$ cat src/rtl/cache_def.sv
// ============================================================================
// cache_def : shared L1 cache geometry and victim-controller state encoding
// Revision  : 1.0
// ============================================================================
`default_nettype none

package cache_def;

    localparam int INDEX_L1     = 6;
    localparam int INDEX_WAY_L1 = 2;
    localparam int TAG_L1       = 20;
    localparam int BEATS        = 4;
    localparam int BEAT_W       = $clog2(BEATS);

    typedef enum logic [2:0] {
        ST_IDLE    = 3'd0,
        ST_LOOKUP  = 3'd1,
        ST_WB      = 3'd2,
        ST_RF_REQ  = 3'd3,
        ST_RF_DATA = 3'd4,
        ST_UPDATE  = 3'd5,
        ST_DONE    = 3'd6
    } cache_victim_state_e;

endpackage

`default_nettype wire

$ cat src/rtl/cache_victim_beat_cnt.sv
// ============================================================================
// cache_victim_beat_cnt : wrapping line-beat counter with clear and last flag
// Revision              : 1.0
// ============================================================================
`default_nettype none

module cache_victim_beat_cnt #(
    parameter int BEATS = 4
) (
    input  logic                     clk_i,
    input  logic                     rst_i,
    input  logic                     clr_i,
    input  logic                     inc_i,
    output logic [$clog2(BEATS)-1:0] cnt_o,
    output logic                     last_o
);

    localparam int BEAT_W = $clog2(BEATS);

    logic [BEAT_W-1:0] r_cnt;

    // Natural wrap at BEATS-1 leaves the counter at 0 for the next burst.
    always_ff @(posedge clk_i or posedge rst_i) begin
        if (rst_i) begin
            r_cnt <= '0;
        end else if (clr_i) begin
            r_cnt <= '0;
        end else if (inc_i) begin
            r_cnt <= r_cnt + BEAT_W'(1);
        end
    end

    assign cnt_o  = r_cnt;
    assign last_o = (r_cnt == BEAT_W'(BEATS - 1));

endmodule

`default_nettype wire

$ cat src/rtl/cache_victim_ctrl.sv
// ============================================================================
// cache_victim_ctrl : L1 miss replacement - victim writeback, burst refill,
//                     tag rewrite and pLRU touch
// Revision          : 1.0
// ============================================================================
`default_nettype none

module cache_victim_ctrl #(
    parameter int INDEX_W = cache_def::INDEX_L1,
    parameter int WAY_W   = cache_def::INDEX_WAY_L1,
    parameter int TAG_W   = cache_def::TAG_L1,
    parameter int BEATS   = cache_def::BEATS,
    parameter int DATA_W  = 32
) (
    input  logic                                     clk_i,
    input  logic                                     rst_i,
    input  logic                                     req_valid_i,
    output logic                                     req_ready_o,
    input  logic [INDEX_W-1:0]                       req_index_i,
    input  logic [TAG_W-1:0]                         req_tag_i,
    input  logic [WAY_W-1:0]                         victim_way_i,
    input  logic                                     victim_valid_i,
    input  logic                                     victim_dirty_i,
    input  logic [TAG_W-1:0]                         victim_tag_i,
    input  logic [DATA_W-1:0]                        wb_data_i,
    output logic [INDEX_W-1:0]                       arr_index_o,
    output logic [WAY_W-1:0]                         arr_way_o,
    output logic [$clog2(BEATS)-1:0]                 arr_beat_o,
    output logic                                     arr_we_o,
    output logic [DATA_W-1:0]                        arr_wdata_o,
    output logic                                     tag_we_o,
    output logic                                     mem_req_valid_o,
    input  logic                                     mem_req_ready_i,
    output logic                                     mem_we_o,
    output logic [TAG_W+INDEX_W+$clog2(BEATS)-1:0]   mem_addr_o,
    output logic [DATA_W-1:0]                        mem_wdata_o,
    input  logic                                     mem_rvalid_i,
    input  logic [DATA_W-1:0]                        mem_rdata_i,
    output logic                                     plru_valid_o,
    output logic [INDEX_W-1:0]                       plru_index_o,
    output logic [WAY_W-1:0]                         plru_way_o,
    output logic                                     done_o
);

    import cache_def::*;

    localparam int BEAT_W = $clog2(BEATS);
    localparam int ADDR_W = TAG_W + INDEX_W + BEAT_W;

    cache_victim_state_e r_state;
    logic [INDEX_W-1:0]  r_index;
    logic [TAG_W-1:0]    r_tag;
    logic [TAG_W-1:0]    r_victim_tag;
    logic [WAY_W-1:0]    r_way;

    logic                w_beat_clr;
    logic                w_beat_inc;
    logic                w_beat_last;
    logic [BEAT_W-1:0]   w_beat;
    logic                w_in_wb;
    logic                w_in_rf_req;
    logic                w_in_update;

    assign w_in_wb     = (r_state == ST_WB);
    assign w_in_rf_req = (r_state == ST_RF_REQ);
    assign w_in_update = (r_state == ST_UPDATE);

    // One counter serves both the writeback and refill bursts.
    assign w_beat_clr = (r_state == ST_LOOKUP) || (w_in_rf_req && mem_req_ready_i);
    assign w_beat_inc = (w_in_wb && mem_req_ready_i) || arr_we_o;

    cache_victim_beat_cnt #(
        .BEATS (BEATS)
    ) u_beat_cnt (
        .clk_i  (clk_i),
        .rst_i  (rst_i),
        .clr_i  (w_beat_clr),
        .inc_i  (w_beat_inc),
        .cnt_o  (w_beat),
        .last_o (w_beat_last)
    );

    always_ff @(posedge clk_i or posedge rst_i) begin
        if (rst_i) begin
            r_state      <= ST_IDLE;
            r_index      <= '0;
            r_tag        <= '0;
            r_way        <= '0;
            r_victim_tag <= '0;
        end else begin
            case (r_state)
                ST_IDLE: begin
                    if (req_valid_i) begin
                        r_index <= req_index_i;
                        r_tag   <= req_tag_i;
                        r_way   <= victim_way_i;
                        r_state <= ST_LOOKUP;
                    end
                end
                ST_LOOKUP: begin
                    r_victim_tag <= victim_tag_i;
                    // An invalid entry never needs writeback, whatever its dirty bit.
                    r_state      <= (victim_valid_i && victim_dirty_i) ? ST_WB : ST_RF_REQ;
                end
                ST_WB: begin
                    if (mem_req_ready_i && w_beat_last) begin
                        r_state <= ST_RF_REQ;
                    end
                end
                ST_RF_REQ: begin
                    if (mem_req_ready_i) begin
                        r_state <= ST_RF_DATA;
                    end
                end
                ST_RF_DATA: begin
                    if (mem_rvalid_i && w_beat_last) begin
                        r_state <= ST_UPDATE;
                    end
                end
                ST_UPDATE: r_state <= ST_DONE;
                ST_DONE:   r_state <= ST_IDLE;
                default:   r_state <= ST_IDLE;
            endcase
        end
    end

    assign req_ready_o     = (r_state == ST_IDLE);
    assign done_o          = (r_state == ST_DONE);

    assign arr_index_o     = r_index;
    assign arr_way_o       = r_way;
    assign arr_beat_o      = w_beat;
    assign arr_we_o        = (r_state == ST_RF_DATA) && mem_rvalid_i;
    assign arr_wdata_o     = arr_we_o ? mem_rdata_i : '0;

    assign tag_we_o        = w_in_update;
    assign plru_valid_o    = w_in_update;
    assign plru_index_o    = w_in_update ? r_index : '0;
    assign plru_way_o      = w_in_update ? r_way   : '0;

    assign mem_req_valid_o = w_in_wb || w_in_rf_req;
    assign mem_we_o        = w_in_wb;
    assign mem_wdata_o     = w_in_wb ? wb_data_i : '0;
    assign mem_addr_o      = w_in_wb     ? {r_victim_tag, r_index, w_beat} :
                             w_in_rf_req ? {r_tag, r_index, {BEAT_W{1'b0}}} :
                                           ADDR_W'(0);

endmodule

`default_nettype wire

$ cat config.mk
export PLATFORM = sky130hd
export DESIGN_NAME = cache_victim_ctrl
export DESIGN_NICKNAME = d
export VERILOG_FILES = /design/src/rtl/cache_def.sv /design/src/rtl/cache_victim_beat_cnt.sv /design/src/rtl/cache_victim_ctrl.sv
export SDC_FILE = /design/constraint.sdc
export NUM_CORES = 1
export LEC_CHECK = 0
export ABC_AREA = 1
export CAP_MARGIN = 20
export CELL_PAD_IN_SITES_DETAIL_PLACEMENT = 0
export CELL_PAD_IN_SITES_GLOBAL_PLACEMENT = 1
export CORE_MARGIN = 1.5
export CORE_UTILIZATION = 22
export CTS_CLUSTER_SIZE = 20
export DETAILED_ROUTE_END_ITERATION = 8
export PLACE_DENSITY = 0.79
export SYNTH_ARGS = -nofsm -noshare
export SYNTH_HDL_FRONTEND = slang
export SYNTH_SLANG_ARGS = --single-unit
$ cat constraint.sdc
create_clock -name clk_i -period 1.8 [get_ports clk_i]
set_input_delay 0.27 -clock clk_i [delete_from_list [all_inputs] [get_ports clk_i]]
set_output_delay 0.27 -clock clk_i [all_outputs]
set_load 0.02 [all_outputs]
==> run_results.csv, run 1 <==
group,metric,value,unit
sta,final-max-slew-violation-count,0,
critical_path,startpoint_type,"flip-flop",
floorplanning,ios,236,
layout,antenna_cells,0,
critical_path,critPathRequiredTime,1.53,ns
clocking,cts_hold_buf,0,
sta,finClkSkew,0.00524,ns
layout,synthToLayoutAreaGrowth,94.0,%
global_routing,grt_pass1_wl,16.7,mm
floorplanning,die_w,124,um
floorplanning,fp-row-count,44,
sta,post-route-period-util,102,%
route,drt_iter0_markers,141,
power_and_ir_drop,powerDensity,1420,nW/um^2
sta,maxSlewHeadroom,75.4,%
logic_synthesis,yosysTopAreaCell,"dfrtp_1",
power_and_ir_drop,ir_drop,0.648,mV
clocking,clock_sinks,53,
route,wl_per_cell,13.3,um
layout,utilization,43.3,%
clocking,cts.htree.levels,2,
floorplanning,start_util,22.3,%
layout,multi_input_area,1510,um^2
logic_synthesis,synthDistinctLibCells,27,
sta,worst_hold_slack,0.267,ns
route,drc_errors,0,
logic_synthesis,yosysTopAreaCellShare,41.2,%
power_and_ir_drop,sequentialPowerShare,23.7,%
floorplanning,core,14400,um^2
logic_synthesis,yosys_warnings,0,
sta,fin_ws,-0.0387,ns
placed_design,place_hpwl,9.10,mm
placed_design,place_area,5910,um^2
route,ant_nets,0,
layout,nets,839,
logic_synthesis,postSynthCellCount,461,
power_and_ir_drop,p_int,4.87,mW
logic_synthesis,ys_seq_elements,53,
global_routing,grt.overflow.total,0,
global_routing,antenna_found_initial,0,
placed_design,gp_congestion,0.796,
status,violations,"setup timing",
layout,regArea,1330,um^2
critical_path,crit_fanout,16,
critical_path,end_kind,"output pin",
power_and_ir_drop,power_frac_comb,63.3,%
route,finalWirelength,12.0,mm
clocking,ctsLongestPathBuffers,2,
logic_synthesis,synthArstFlopShare,100,%
route,avgViaCountPerCell,4.12,
logic_synthesis,synth_edf_count,0,
logic_synthesis,synth_area,3220,um^2
logic_synthesis,synth-main-ff-cell,"dfrtp_1",
logic_synthesis,ys_seq_area_share,41.2,%
critical_path,criticalPathCategory,"flip-flop to output pin",
clocking,cts_tree,"done",
logic_synthesis,yosysMostFrequentCell,"nor2_1",
layout,final_area,6250,um^2
global_routing,grt_max_degree,41,
logic_synthesis,syn_nets,581,
clocking,clk_latency,0.29,ns
clocking,clk_pin_slew,0.08,ns
route,num_vias,3725,
logic_synthesis,avgSynthCellArea,6.99,um^2
power_and_ir_drop,p_sw,3.99,mW
global_routing,grt_pass1_vias,3359,
power_and_ir_drop,leakage,3.37,nW
placed_design,io_buffers,235,
status,outcome,"finished with violations",
layout,drive_gt1_share,32.8,%
critical_path,arrival,1.57,ns
sta,setup_viol,18,
clocking,cts_buffers,5,
sta,fin_crit,1.84,ns
sta,rsz0062_at_grt,"true",
floorplanning,die-area,15400,um^2
route,dr.pass1.iters,4,
power_and_ir_drop,power.total,8.86,mW
sta,max_freq,544,MHz
run,cap_viol_max_count,0,
sta,hold_violations,0,
worst_hold_path,hold_class,"primary input to asynchronous set/reset pin",
logic_synthesis,synth_common_cells,"108 x nor2_1, 99 x inv_1, 76 x nand2_1",
clocking,cts-root-buf,"clkbuf_16",
floorplanning,fp.dieH,124,um
power_and_ir_drop,switching_share,45.0,%
logic_synthesis,synthTopCellsByArea,"dfrtp_1 41%, nor2_1 13%, inv_1 12%",
layout,n_fill_cell,1468,
global_routing,grt_use_total,14.0,%
sta,worst_slew_pin_slew,0.368,ns
power_and_ir_drop,p_clk_share,12.9,%
## through the flow
step | std cells | setup WS (ns) | setup TNS, ns
2_1_floorplan | 461 | 0.164 | 0
5_1_grt | 904 | -0.0993 | -2.99
6_report | 904 | -0.0387 | -0.170
3_5_place_dp | 885 | -0.265 | -16.86
3_3_place_gp | 885 | -0.237 | -15.34
4_1_cts | 898 | -0.105 | -0.553
## layer usage
metal | up-vias | track usage [%] | share of wire, %
met5 | - | 0 | 0
met2 | 135 | 27.2 | 54
met4 | 0 | 2.27 | 0.24
met3 | 2 | 3.02 | 8.4
li1 | 1872 | - | -
met1 | 1716 | 15.8 | 37
## cells by family (layout without fill, tap and decap cells)
family                   Yosys count  after routing  synth area share [%]
adder cells (fa/ha/maj)            1              1                 0.388
AND/OR/NAND/NOR                  231            231                  30.0
flip-flops                        53             53                  41.2
AO/OA/AOI/OAI                     47             47                  10.9
buffers and inverters            129            388                  17.6
## power groups by stage
stage / combinational, mW / sequential [mW] / clock, mW
floorplan: 2.85 / 2.16 / 0
global placement: 5.24 / 2.08 / 0
detailed placement: 5.31 / 2.10 / 0
CTS: 5.04 / 2.07 / 1.20
global route: 6.12 / 2.16 / 1.24
finish: 5.61 / 2.10 / 1.15
## cell type report
type,count,share of cell area [%]
Clock buffer,5,2.00
Clock inverter,3,0.801
Inverter,105,6.47
Multi-Input combinational cell,279,24.2
Sequential cell,53,21.3
Tap cell,184,3.68
Timing Repair Buffer,275,41.5
## flip-flops by register name, indices dropped and copies added, names as in the netlist
register / count
r_state: 3
arr_index_o: 6
r_victim_tag: 20
r_tag: 20
arr_way_o: 2
u_beat_cnt.cnt_o: 2
## worst paths after layout
check / slack (ns) / cells after the start / from / endpoint
setup / recovery: -0.04 / 6 / r_state[1] / arr_wdata_o[3]
hold / removal: 0.27 / 2 / rst_i / arr_way_o[1]
setup reg to reg: 0.15 / 10 / r_state[1] / r_tag[12]
hold reg to reg: 0.48 / 2 / r_tag[19] / r_tag[19]
max in group asynchronous: 1.06 / 3 / rst_i / r_tag[12]
min in group clk_i: 0.48 / 2 / r_tag[19] / r_tag[19]
## layout by cell type, fill, tap and decap left out, types with 5 or more instances in the layout
cell             instances
buf_6                   43
nor2_4                  15
dfrtp_1                 50
buf_2                   33
o21ai_2                 15
nand2_4                  6
a21oi_2                 18
nor2_2                   8
nand3_1                 27
buf_12                   5
a21oi_1                  7
clkbuf_16                8
inv_2                    8
clkdlybuf4s50_1        128
nand2_2                  6
inv_1                   95
nor2_1                  89
buf_4                   58
nand2_1                 75
## worst max-delay path, cell delays in order, from the launching register on
cell and delay, ns:
dfrtp_2 0.44, buf_6 0.13, nor2_4 0.11, nand3_4 0.13
clkbuf_16 0.20, nor2_1 0.11, buf_4 0.16
## what timing repair did
action	in CTS	in global routing
pin swaps	3	6
endpoints found under the setup margin	107	72
resized for setup	472	121
gates cloned	0	3
buffers inserted	5	3
(Power assumes the default switching activity.)
==> run 2: changes to the inputs <==
--- a/config.mk
+++ b/config.mk
@@ -6,7 +6,6 @@
 export NUM_CORES = 1
 export LEC_CHECK = 0
 export ABC_AREA = 1
-export CAP_MARGIN = 20
 export CELL_PAD_IN_SITES_DETAIL_PLACEMENT = 0
 export CELL_PAD_IN_SITES_GLOBAL_PLACEMENT = 1
 export CORE_MARGIN = 1.5
==> results of run 2 <==
Same layout as run 1: the final DEF is identical, and so are final timing and power.
==> run 3: changes to the inputs <==
--- a/config.mk
+++ b/config.mk
@@ -12,6 +12,7 @@
 export CORE_UTILIZATION = 22
 export CTS_CLUSTER_SIZE = 20
 export DETAILED_ROUTE_END_ITERATION = 8
+export HOLD_SLACK_MARGIN = 0.06
 export PLACE_DENSITY = 0.79
 export SYNTH_ARGS = -nofsm -noshare
 export SYNTH_HDL_FRONTEND = slang
==> results of run 3 <==
Same layout as run 1: the final DEF is identical, and so are final timing and power.
